## src/rtl/sddr_pkg.sv

```systemverilog
// Shared types for the DDR3 command issue stage: opcodes, pin encoding and FSM state codes.
package sddr_pkg;

  typedef enum logic [2:0] {
    OpNop  = 3'd0,
    OpMrs  = 3'd1,
    OpRef  = 3'd2,
    OpPre  = 3'd3,
    OpAct  = 3'd4,
    OpWr   = 3'd5,
    OpRd   = 3'd6,
    OpZqcl = 3'd7
  } sddr_op_t;

  // Bit order is {ras_n, cas_n, we_n}.
  typedef logic [2:0] sddr_pins_t;

  localparam sddr_pins_t PinsNop = 3'b111;

  typedef logic [2:0] sddr_state_t;

  localparam sddr_state_t StIdle    = 3'd0;
  localparam sddr_state_t StWait    = 3'd1;
  localparam sddr_state_t StArp     = 3'd2;
  localparam sddr_state_t StArpWait = 3'd3;
  localparam sddr_state_t StArf     = 3'd4;
  localparam sddr_state_t StArfWait = 3'd5;

  function automatic sddr_pins_t sddr_encode(sddr_op_t op);
    sddr_pins_t pins;
    unique case (op)
      OpNop:  pins = 3'b111;
      OpMrs:  pins = 3'b000;
      OpRef:  pins = 3'b001;
      OpPre:  pins = 3'b010;
      OpAct:  pins = 3'b011;
      OpWr:   pins = 3'b100;
      OpRd:   pins = 3'b101;
      OpZqcl: pins = 3'b110;
    endcase
    return pins;
  endfunction

  function automatic int unsigned sddr_max(int unsigned a, int unsigned b);
    return (a > b) ? a : b;
  endfunction

endpackage

```

## src/rtl/sddr_refresh_timer.sv

```systemverilog
// Auto-refresh interval counter; raises due_o one cycle after the count reaches zero.
module sddr_refresh_timer #(
  parameter int unsigned T_REFI = 6240,
  parameter int unsigned CntW   = 14
) (
  input  logic ddr_clock_i,
  input  logic ddr_reset_n_i,
  input  logic enable_i,
  input  logic seq_active_i,
  input  logic seq_done_i,
  output logic due_o
);

  logic [CntW-1:0] cnt_q, cnt_d;
  logic            due_q, due_d;

  always_comb begin
    cnt_d = cnt_q;
    due_d = due_q;
    // A sequence already under way must finish even if the controller drops CKE.
    if (seq_done_i || (!enable_i && !seq_active_i)) begin
      cnt_d = CntW'(T_REFI);
      due_d = 1'b0;
    end else if (enable_i) begin
      if (cnt_q == '0) begin
        due_d = 1'b1;
      end else begin
        cnt_d = cnt_q - CntW'(1);
      end
    end
  end

  always_ff @(posedge ddr_clock_i or negedge ddr_reset_n_i) begin
    if (!ddr_reset_n_i) begin
      cnt_q <= CntW'(T_REFI);
      due_q <= 1'b0;
    end else begin
      cnt_q <= cnt_d;
      due_q <= due_d;
    end
  end

  assign due_o = due_q;

endmodule

```

## src/rtl/sddr_cmd_issue.sv

```systemverilog
// DDR3 command issue stage: encodes one accepted command onto registered pins and enforces
// per-command spacing. Define SDDR_AUTO_REFRESH_EN to add periodic PRE-all + REF insertion.
module sddr_cmd_issue
  import sddr_pkg::*;
#(
  parameter int unsigned BANK_BITS = 3,
  parameter int unsigned ADDR_BITS = 14,
  parameter int unsigned T_RCD     = 6,
  parameter int unsigned T_RP      = 6,
  parameter int unsigned T_RFC     = 88,
  parameter int unsigned T_MOD     = 12,
  parameter int unsigned T_CCD     = 4,
  parameter int unsigned T_ZQ      = 512,
  parameter int unsigned T_REFI    = 6240
) (
  input  logic                 ddr_clock_i,
  input  logic                 ddr_reset_n_i,
  input  logic                 enable_i,
  input  logic                 cmd_valid_i,
  output logic                 cmd_ready_o,
  input  sddr_op_t             cmd_op_i,
  input  logic [BANK_BITS-1:0] cmd_bank_i,
  input  logic [ADDR_BITS-1:0] cmd_addr_i,
  output logic                 issued_o,
  output logic                 ref_pending_o,
  output logic                 ddr3_ras_n_o,
  output logic                 ddr3_cas_n_o,
  output logic                 ddr3_we_n_o,
  output logic [BANK_BITS-1:0] ddr3_ba_o,
  output logic [ADDR_BITS-1:0] ddr3_addr_o
);

  localparam int unsigned MaxT = sddr_max(sddr_max(sddr_max(T_RCD, T_RP), sddr_max(T_RFC, T_MOD)),
                                          sddr_max(sddr_max(T_CCD, T_ZQ), T_REFI));
  localparam int unsigned CntW = $clog2(MaxT) + 1;

  sddr_state_t            state_q, state_d;
  logic [CntW-1:0]        cnt_q, cnt_d, cnt_dec, spacing;
  sddr_pins_t             pins_q, pins_d;
  logic                   issued_q, issued_d;
  logic [BANK_BITS-1:0]   ba_q, ba_d;
  logic [ADDR_BITS-1:0]   addr_q, addr_d;
  logic                   ref_pending;
  logic                   accept;

  assign cmd_ready_o = (state_q == StIdle) & enable_i & ~ref_pending;
  assign accept      = cmd_valid_i & cmd_ready_o;
  assign cnt_dec     = (cnt_q == '0) ? '0 : cnt_q - CntW'(1);

  always_comb begin
    unique case (cmd_op_i)
      OpNop:       spacing = CntW'(1);
      OpMrs:       spacing = CntW'(T_MOD);
      OpRef:       spacing = CntW'(T_RFC);
      OpPre:       spacing = CntW'(T_RP);
      OpAct:       spacing = CntW'(T_RCD);
      OpWr, OpRd:  spacing = CntW'(T_CCD);
      OpZqcl:      spacing = CntW'(T_ZQ);
    endcase
  end

`ifdef SDDR_AUTO_REFRESH_EN
  localparam logic [ADDR_BITS-1:0] PreAllAddr = ADDR_BITS'(1024);

  logic seq_active;
  logic seq_done;

  assign seq_active = (state_q == StArp) || (state_q == StArpWait) ||
                      (state_q == StArf) || (state_q == StArfWait);

  sddr_refresh_timer #(
    .T_REFI (T_REFI),
    .CntW   (CntW)
  ) u_refresh_timer (
    .ddr_clock_i   (ddr_clock_i),
    .ddr_reset_n_i (ddr_reset_n_i),
    .enable_i      (enable_i),
    .seq_active_i  (seq_active),
    .seq_done_i    (seq_done),
    .due_o         (ref_pending)
  );
`else
  assign ref_pending = 1'b0;
`endif

  always_comb begin
    state_d  = state_q;
    cnt_d    = cnt_q;
    pins_d   = PinsNop;
    issued_d = 1'b0;
    ba_d     = ba_q;
    addr_d   = addr_q;
`ifdef SDDR_AUTO_REFRESH_EN
    seq_done = 1'b0;
`endif
    case (state_q)
      StIdle: begin
        if (accept) begin
          pins_d   = sddr_encode(cmd_op_i);
          issued_d = 1'b1;
          ba_d     = cmd_bank_i;
          addr_d   = cmd_addr_i;
          if (spacing > CntW'(1)) begin
            state_d = StWait;
            cnt_d   = spacing - CntW'(1);
          end
        end
`ifdef SDDR_AUTO_REFRESH_EN
        else if (ref_pending && enable_i) begin
          state_d  = StArp;
          cnt_d    = CntW'(T_RP - 1);
          pins_d   = sddr_encode(OpPre);
          issued_d = 1'b1;
          ba_d     = '0;
          addr_d   = PreAllAddr;
        end
`endif
      end
      // Exit one cycle early so ready is back at accept + T.
      StWait: begin
        cnt_d = cnt_dec;
        if (cnt_q <= CntW'(1)) begin
          state_d = StIdle;
        end
      end
`ifdef SDDR_AUTO_REFRESH_EN
      StArp, StArpWait: begin
        if (cnt_q == '0) begin
          state_d  = StArf;
          cnt_d    = CntW'(T_RFC - 1);
          pins_d   = sddr_encode(OpRef);
          issued_d = 1'b1;
        end else begin
          state_d = StArpWait;
          cnt_d   = cnt_dec;
        end
      end
      StArf, StArfWait: begin
        if (cnt_q == '0) begin
          state_d  = StIdle;
          seq_done = 1'b1;
        end else begin
          state_d = StArfWait;
          cnt_d   = cnt_dec;
        end
      end
`endif
      default: state_d = StIdle;
    endcase
  end

  always_ff @(posedge ddr_clock_i or negedge ddr_reset_n_i) begin
    if (!ddr_reset_n_i) begin
      state_q  <= StIdle;
      cnt_q    <= '0;
      pins_q   <= PinsNop;
      issued_q <= 1'b0;
      ba_q     <= '0;
      addr_q   <= '0;
    end else begin
      state_q  <= state_d;
      cnt_q    <= cnt_d;
      pins_q   <= pins_d;
      issued_q <= issued_d;
      ba_q     <= ba_d;
      addr_q   <= addr_d;
    end
  end

  assign {ddr3_ras_n_o, ddr3_cas_n_o, ddr3_we_n_o} = pins_q;
  assign ddr3_ba_o     = ba_q;
  assign ddr3_addr_o   = addr_q;
  assign issued_o      = issued_q;
  assign ref_pending_o = ref_pending;

endmodule
```

## config.mk

```make
export PLATFORM = sky130hd
export DESIGN_NAME = sddr_cmd_issue
export DESIGN_NICKNAME = d
export VERILOG_FILES = /design/src/rtl/sddr_pkg.sv /design/src/rtl/sddr_refresh_timer.sv /design/src/rtl/sddr_cmd_issue.sv
export SDC_FILE = /design/constraint.sdc
export NUM_CORES = 1
export LEC_CHECK = 0
export ABC_AREA = 1
export ABC_CLOCK_PERIOD_IN_PS = 1410
export BUFFER_PORTS_ARGS = -buffer_cell sky130_fd_sc_hd__buf_2
export CAP_MARGIN = 15
export CORE_MARGIN = 4
export CORE_UTILIZATION = 40
export DETAILED_ROUTE_END_ITERATION = 16
export PLACE_DENSITY = 0.65
export RECOVER_POWER = 100
export SLEW_MARGIN = 20
export SYNTH_ARGS = -nofsm -noshare
export SYNTH_HDL_FRONTEND = slang
export SYNTH_HIERARCHICAL = 1
export SYNTH_SLANG_ARGS = --single-unit
export TNS_END_PERCENT = 1
```

## constraint.sdc

```tcl
create_clock -name ddr_clock_i -period 1.41 [get_ports ddr_clock_i]
set_input_delay 0.282 -clock ddr_clock_i [delete_from_list [all_inputs] [get_ports ddr_clock_i]]
set_output_delay 0.282 -clock ddr_clock_i [all_outputs]
set_load 0.1 [all_outputs]
```

After elaboration in Yosys (flattened, before gate mapping)
Memory sizes are Yosys's and may differ from the RTL's.
Cells that the tools add are included.
{"block": "totals", "out_inout_bits": 23, "inputBits": 24, "memories": 2, "mem_bits_rw": 0, "ff_bits": 38, "romBits": 80, "latchBits": 0, "elab_cells": 36}
{"block": "op_classes", "n_lt_le_gt_ge": 2, "shift": 0, "reduce_logical": 6, "add_sub_neg": 2, "mul": 0, "eq_ne": 4, "n_bitwise": 2, "n_mux": 12, "div": 0}
{"memory": "(name not given)", "depth": 8, "width": 7, "read_ports": 1, "rd_clocked_by_memory_dff": 0, "write_ports": 0, "line": "sddr_cmd_issue.sv:51", "rtl": "unique case (cmd_op_i)"}
{"memory": "(name not given)", "depth": 8, "width": 3, "read_ports": 1, "rd_clocked_by_memory_dff": 0, "write_ports": 0, "line": "sddr_pkg.sv:31", "rtl": "unique case (op)"}
{"cell": "$mux W14", "n": 3}
{"cell": "$pmux W14 S2", "n": 1}
{"cell": "$sub A14 B1 Y14 const B", "n": 2}
{"cell": "$mux W3", "n": 5}
{"cell": "$gt A14 B1 Y1 const B", "n": 1}
{"cell": "$le A14 B1 Y1 const B", "n": 1}
{"cell": "$logic_not A14 Y1", "n": 1}
{"cell": "$pmux W3 S2", "n": 1}
{"cell": "$reduce_and A3 Y1", "n": 2}
{"cell": "$ne A2 B2 Y1 const B", "n": 2}
{"cell": "$eq A3 B1 Y1 const B", "n": 1}
{"cell": "$logic_not A3 Y1", "n": 1}
{"cell": "$and A1 B1 Y1", "n": 2}
{"cell": "$mux W1", "n": 2}
{"cell": "$ne A2 B1 Y1 const B", "n": 1}
{"cell": "$reduce_and A2 Y1", "n": 1}
{"cell": "$reduce_bool A2 Y1", "n": 1}

Depth between registers and ports, before layout
{"block": "depth", "ltp_word": 5, "ltp_mapped": 14, "mapped_depth_nobuf": 14}

Worst setup path before layout
Ideal clock, no wire load.
{"block": "synth_timing", "kind": "in2reg", "start": "input port cmd_op_i[0]", "end": "register cnt_q[4]", "arrival_time_ns": 1.784, "n_path_buf": 0, "required_time_ns": 1.345, "path_stages": 12, "setup_ns": 0.065, "path_slack_ns": -0.439, "cell_sequence": "inv_1 > ha_1 > nand2_1 > inv_1 > nor2_1 > ha_1 > inv_1 > nor3_1 > ha_1 > o22ai_1 > nand2_1 > nand2_1"}
{"block": "synth_between", "elab_chain_cells": 5, "word_cells_on_any_way": 8, "cone_classes": "add/sub (1); order compare (1); eq/ne (1); mux (3); reduce/logical (1); memory (1)"}
{"item": "from (decl)", "line": "sddr_cmd_issue.sv:21", "rtl": "input sddr_op_t cmd_op_i,"}
{"item": "$mem_v2 Z8 W7 *"}
{"item": "$sub A14 B1 Y14", "line": "sddr_cmd_issue.sv:105", "rtl": "cnt_d = spacing - CntW'(1);"}
{"item": "$mux W14", "line": "sddr_cmd_issue.sv:103", "rtl": "if (spacing > CntW'(1)) begin"}
{"item": "$mux W14", "line": "sddr_cmd_issue.sv:98", "rtl": "if (accept) begin"}
{"item": "$pmux W14 S2", "line": "sddr_cmd_issue.sv:96", "rtl": "case (state_q)"}
{"item": "to (signal assigned)", "line": "sddr_cmd_issue.sv:162", "rtl": "cnt_q <= cnt_d;"}
{"item": "to (decl)", "line": "sddr_cmd_issue.sv:38", "rtl": "logic [CntW-1:0] cnt_q, cnt_d, cnt_dec, spacing;"}
Every way passes the cells marked *; elsewhere a longest branch is shown, timed or not. The select of a mux whose other input is x is not followed.
A chain may end at the register's enable or synchronous reset.

Worst setup path in the final report
{"block": "layout_timing", "start": "register state_q[0]", "end": "output port cmd_ready_o"}
{"block": "layout_between", "elab_chain_cells": 2}
{"item": "from (decl)", "line": "sddr_cmd_issue.sv:37", "rtl": "sddr_state_t state_q, state_d;"}
{"item": "from (signal assigned)", "line": "sddr_cmd_issue.sv:154", "rtl": "state_q <= StIdle;"}
{"item": "from (signal assigned)", "line": "sddr_cmd_issue.sv:161", "rtl": "state_q <= state_d;"}
{"item": "$logic_not A3 Y1", "line": "sddr_cmd_issue.sv:46", "rtl": "assign cmd_ready_o = (state_q == StIdle) & enable_i & ~ref_pending;"}
{"item": "$and A1 B1 Y1", "line": "sddr_cmd_issue.sv:46"}
{"item": "to (decl)", "line": "sddr_cmd_issue.sv:20", "rtl": "output logic cmd_ready_o,"}
No other way between the ends.

==> impl_metrics.toml <==
[timing]
min_period_ns = 1.49
hold_viol = 0
setup-tns-final_ns = -0.562
maxSlewViolCount = 0
relSlewSlack = 0.638
rsz0062_at_grt = "true"
clock_skew_ns = 0.0102
setup_slack_ns = -0.0776
setup_violations = 14
timing.final.crit_share = 1.06
max_freq_mhz = 672
worstMarginPinSlew_ns = 0.545

[synthesis]
ys.flop_type = "dfrtp_1"
ys_top_cells_by_count = "nand2_1 (116), nor2_1 (34), dfrtp_1 (33)"
yosys.area.top_type = "dfrtp_1"
synth_top_area_frac = 0.375
ys_async_sr_fraction = 1.00
synth_area_mm2 = 0.00220
synth_seq_cells = 36
synth_area_leaders = "dfrtp_1 (38%), nand2_1 (20%), nor2_1 (5.8%)"
ys_warn_count = 6
synth.most_common_cell = "nand2_1"
syn_inst = 297
synth-edff-count = 0
avgSynthCellArea_um2 = 7.41
ys_types = 30
syn_nets = 331
yosysSeqAreaShare = 0.411

[clock_network]
cts_buffers = 5
clockBufferDepth = 2
cts.htree.levels = 2
clock_sinks = 36
clk_pin_slew_worst_paths_ns = 0.08
cts-root-buf = "clkbuf_8"
cts_tree = "yes"
clkLatencyLatePin_ns = 0.30

[global_route]
overflow = 0
grt_pass1_wl_um = 9910
antenna_found_initial = 0
grt_pass1_vias = 2168
grt_usage = 0.193
grt_max_degree = 32

[layout]
antenna_cells = 0
area_growth_syn_to_layout_pct = 50.5
drive_gt1_frac = 0.424
multi_input_area_mm2 = 0.00128
register_area_um2 = 907
nNetsFinal = 436
fillers = 463
stdcell_area_mm2 = 0.00331
fin_util = 0.637

[worst_setup_path]
worstPathArrival_ns = 1.21
crit_end = "cmd_ready_o"
cpPeakStageDelay_ns = 0.47
cpMostUsedCell = "buf_12"
r2r_setup_slack_ns = -0.02
worstPathCellList = "buf_12, nor2_8, buf_12"
r2r_end = "cnt_q[2]"
critPathSlowestCell = "dfrtp_2"
cp-end-kind = "output port"
regToRegStartpoint = "cnt_q[1]"
crit_fanout = 4
startpoint_type = "flip-flop"
crit_start = "state_q[0]"
ff2ff_path_depth = 10
worst_ep_required_time_ns = 1.13
path_class = "flip-flop to output port"

[floorplan]
dieArea_mm2 = 0.00676
num_rows = 26
core_area_mm2 = 0.00520
ioPinCount = 47
die_w_um = 82.2
start_util = 0.423
die_h_um = 82.2

[power_and_ir_drop]
p_leak_nw = 1.81
p_total_w = 0.00387
ir_drop_v = 0.000656
p_per_area_mw_per_mm2 = 1170

[detailed_routing]
drt_iter0_drc = 120
ant_nets = 0
remaining_drc_errors = 0
drt_pass1_iterations = 4
vias_per_cell = 4.62
wirelength_um = 5970
num_vias = 2183
routedWlPerCell_um = 12.6

[placement]
dpl.hpwl_um = 4310
dpl_cell_area_mm2 = 0.00304
place_ws_ns = -0.534
gp_congestion = 0.824
port_buffers = 45

[job]
maxCapViolations = 0

[outcome]
status = "finished with violations"
violations = "setup timing"

[min_path]
min_path_type = "input port to flip-flop"
final cells by class:
| cell class | instances | area share |
|---|---|---|
| clock buffers | 5 | 0.0208 |
| clock inverters | 3 | 0.00642 |
| inverters | 33 | 0.0472 |
| multi-input cells | 222 | 0.386 |
| flip-flops and latches | 36 | 0.274 |
| well taps | 70 | 0.0264 |
| repair buffers | 104 | 0.240 |
cell usage in the layout, fill, tap and decap left out, drive strengths merged:
master	instances
inv	34
clkinvlp	1
nor2	43
o21ai	11
ha	10
nor3	2
o211ai	1
nand3	15
o22ai	4
dlygate4sd3	1
xor2	6
conb	1
a21oi	3
clkinv	1
clkbuf	13
nand4	2
or2	1
buf	95
nand2	122
dfrtp	33
dfstp	3
xnor2	1
registers in the layout (all words and copies together), names as in the netlist:
signal and count:
cnt_q 14, ddr3_addr_o 14, ddr3_ba_o 3, pins_q 3, issued_o 1, state_q 1
kinds of logic after synthesis:
kind of cell / count (synthesis) / share of synthesized area
xor+xnor: 7 / 0.0278
compound gates: 19 / 0.0500
other cells: 1 / 0.00170
simple gates: 184 / 0.371
buf+inv: 40 / 0.0818
flops: 36 / 0.411
fa+ha+maj: 10 / 0.0568
stage by stage:
stage,hold WS (ns),cells
floorplan,-0.0136,297
global placement,0.116,455
global route,0.178,473
finish,0.171,473
detailed placement,0.116,455
CTS,0.168,467
metal layers:
metal  GRT usage  share of wire  up-vias
met5           0              0        -
met3      0.0293          0.053        9
met2       0.337           0.49       57
met1       0.245           0.44      996
met4      0.0598          0.016        0
li1            -              -     1121
where the power goes:
part	internal [W]	total, W	switching, W	leakage (nW)
Clock	0.000351	0.000761	0.000410	0.0445
Combinational	0.000788	0.00173	0.000937	1.32
Sequential	0.00121	0.00139	0.000174	0.443
critical path, delay by kind of cell, from the launching register on:
| kind | cells | cell delay (ns) |
|---|---|---|
| buffers and inverters | 2 | 0.33 |
| flip-flops | 1 | 0.47 |
| AND/OR/NAND/NOR | 1 | 0.10 |
repair_timing:
item | 4_1_cts | 5_1_grt
endpoints found under the setup margin | 15 | 22
setup buffers | 3 | 5
gates cloned | 0 | 1
resized for setup | 21 | 25
hold endpoints to repair | 3 | 0
hold buffers | 1 | 0
pin swaps | 12 | 18
worst min-delay path by stage:
stage                  startpoint         endpoint  cells past startpoint
floorplan           ddr_reset_n_i         cnt_q[0]                      0
global placement    ddr_reset_n_i         issued_o                      1
detailed placement  ddr_reset_n_i  ddr3_addr_o[11]                      1
CTS                 cmd_addr_i[6]   ddr3_addr_o[6]                      3
global route        cmd_addr_i[1]   ddr3_addr_o[1]                      3
finish              cmd_addr_i[2]   ddr3_addr_o[2]                      3
No activity file was read; power rests on OpenSTA's default activity.
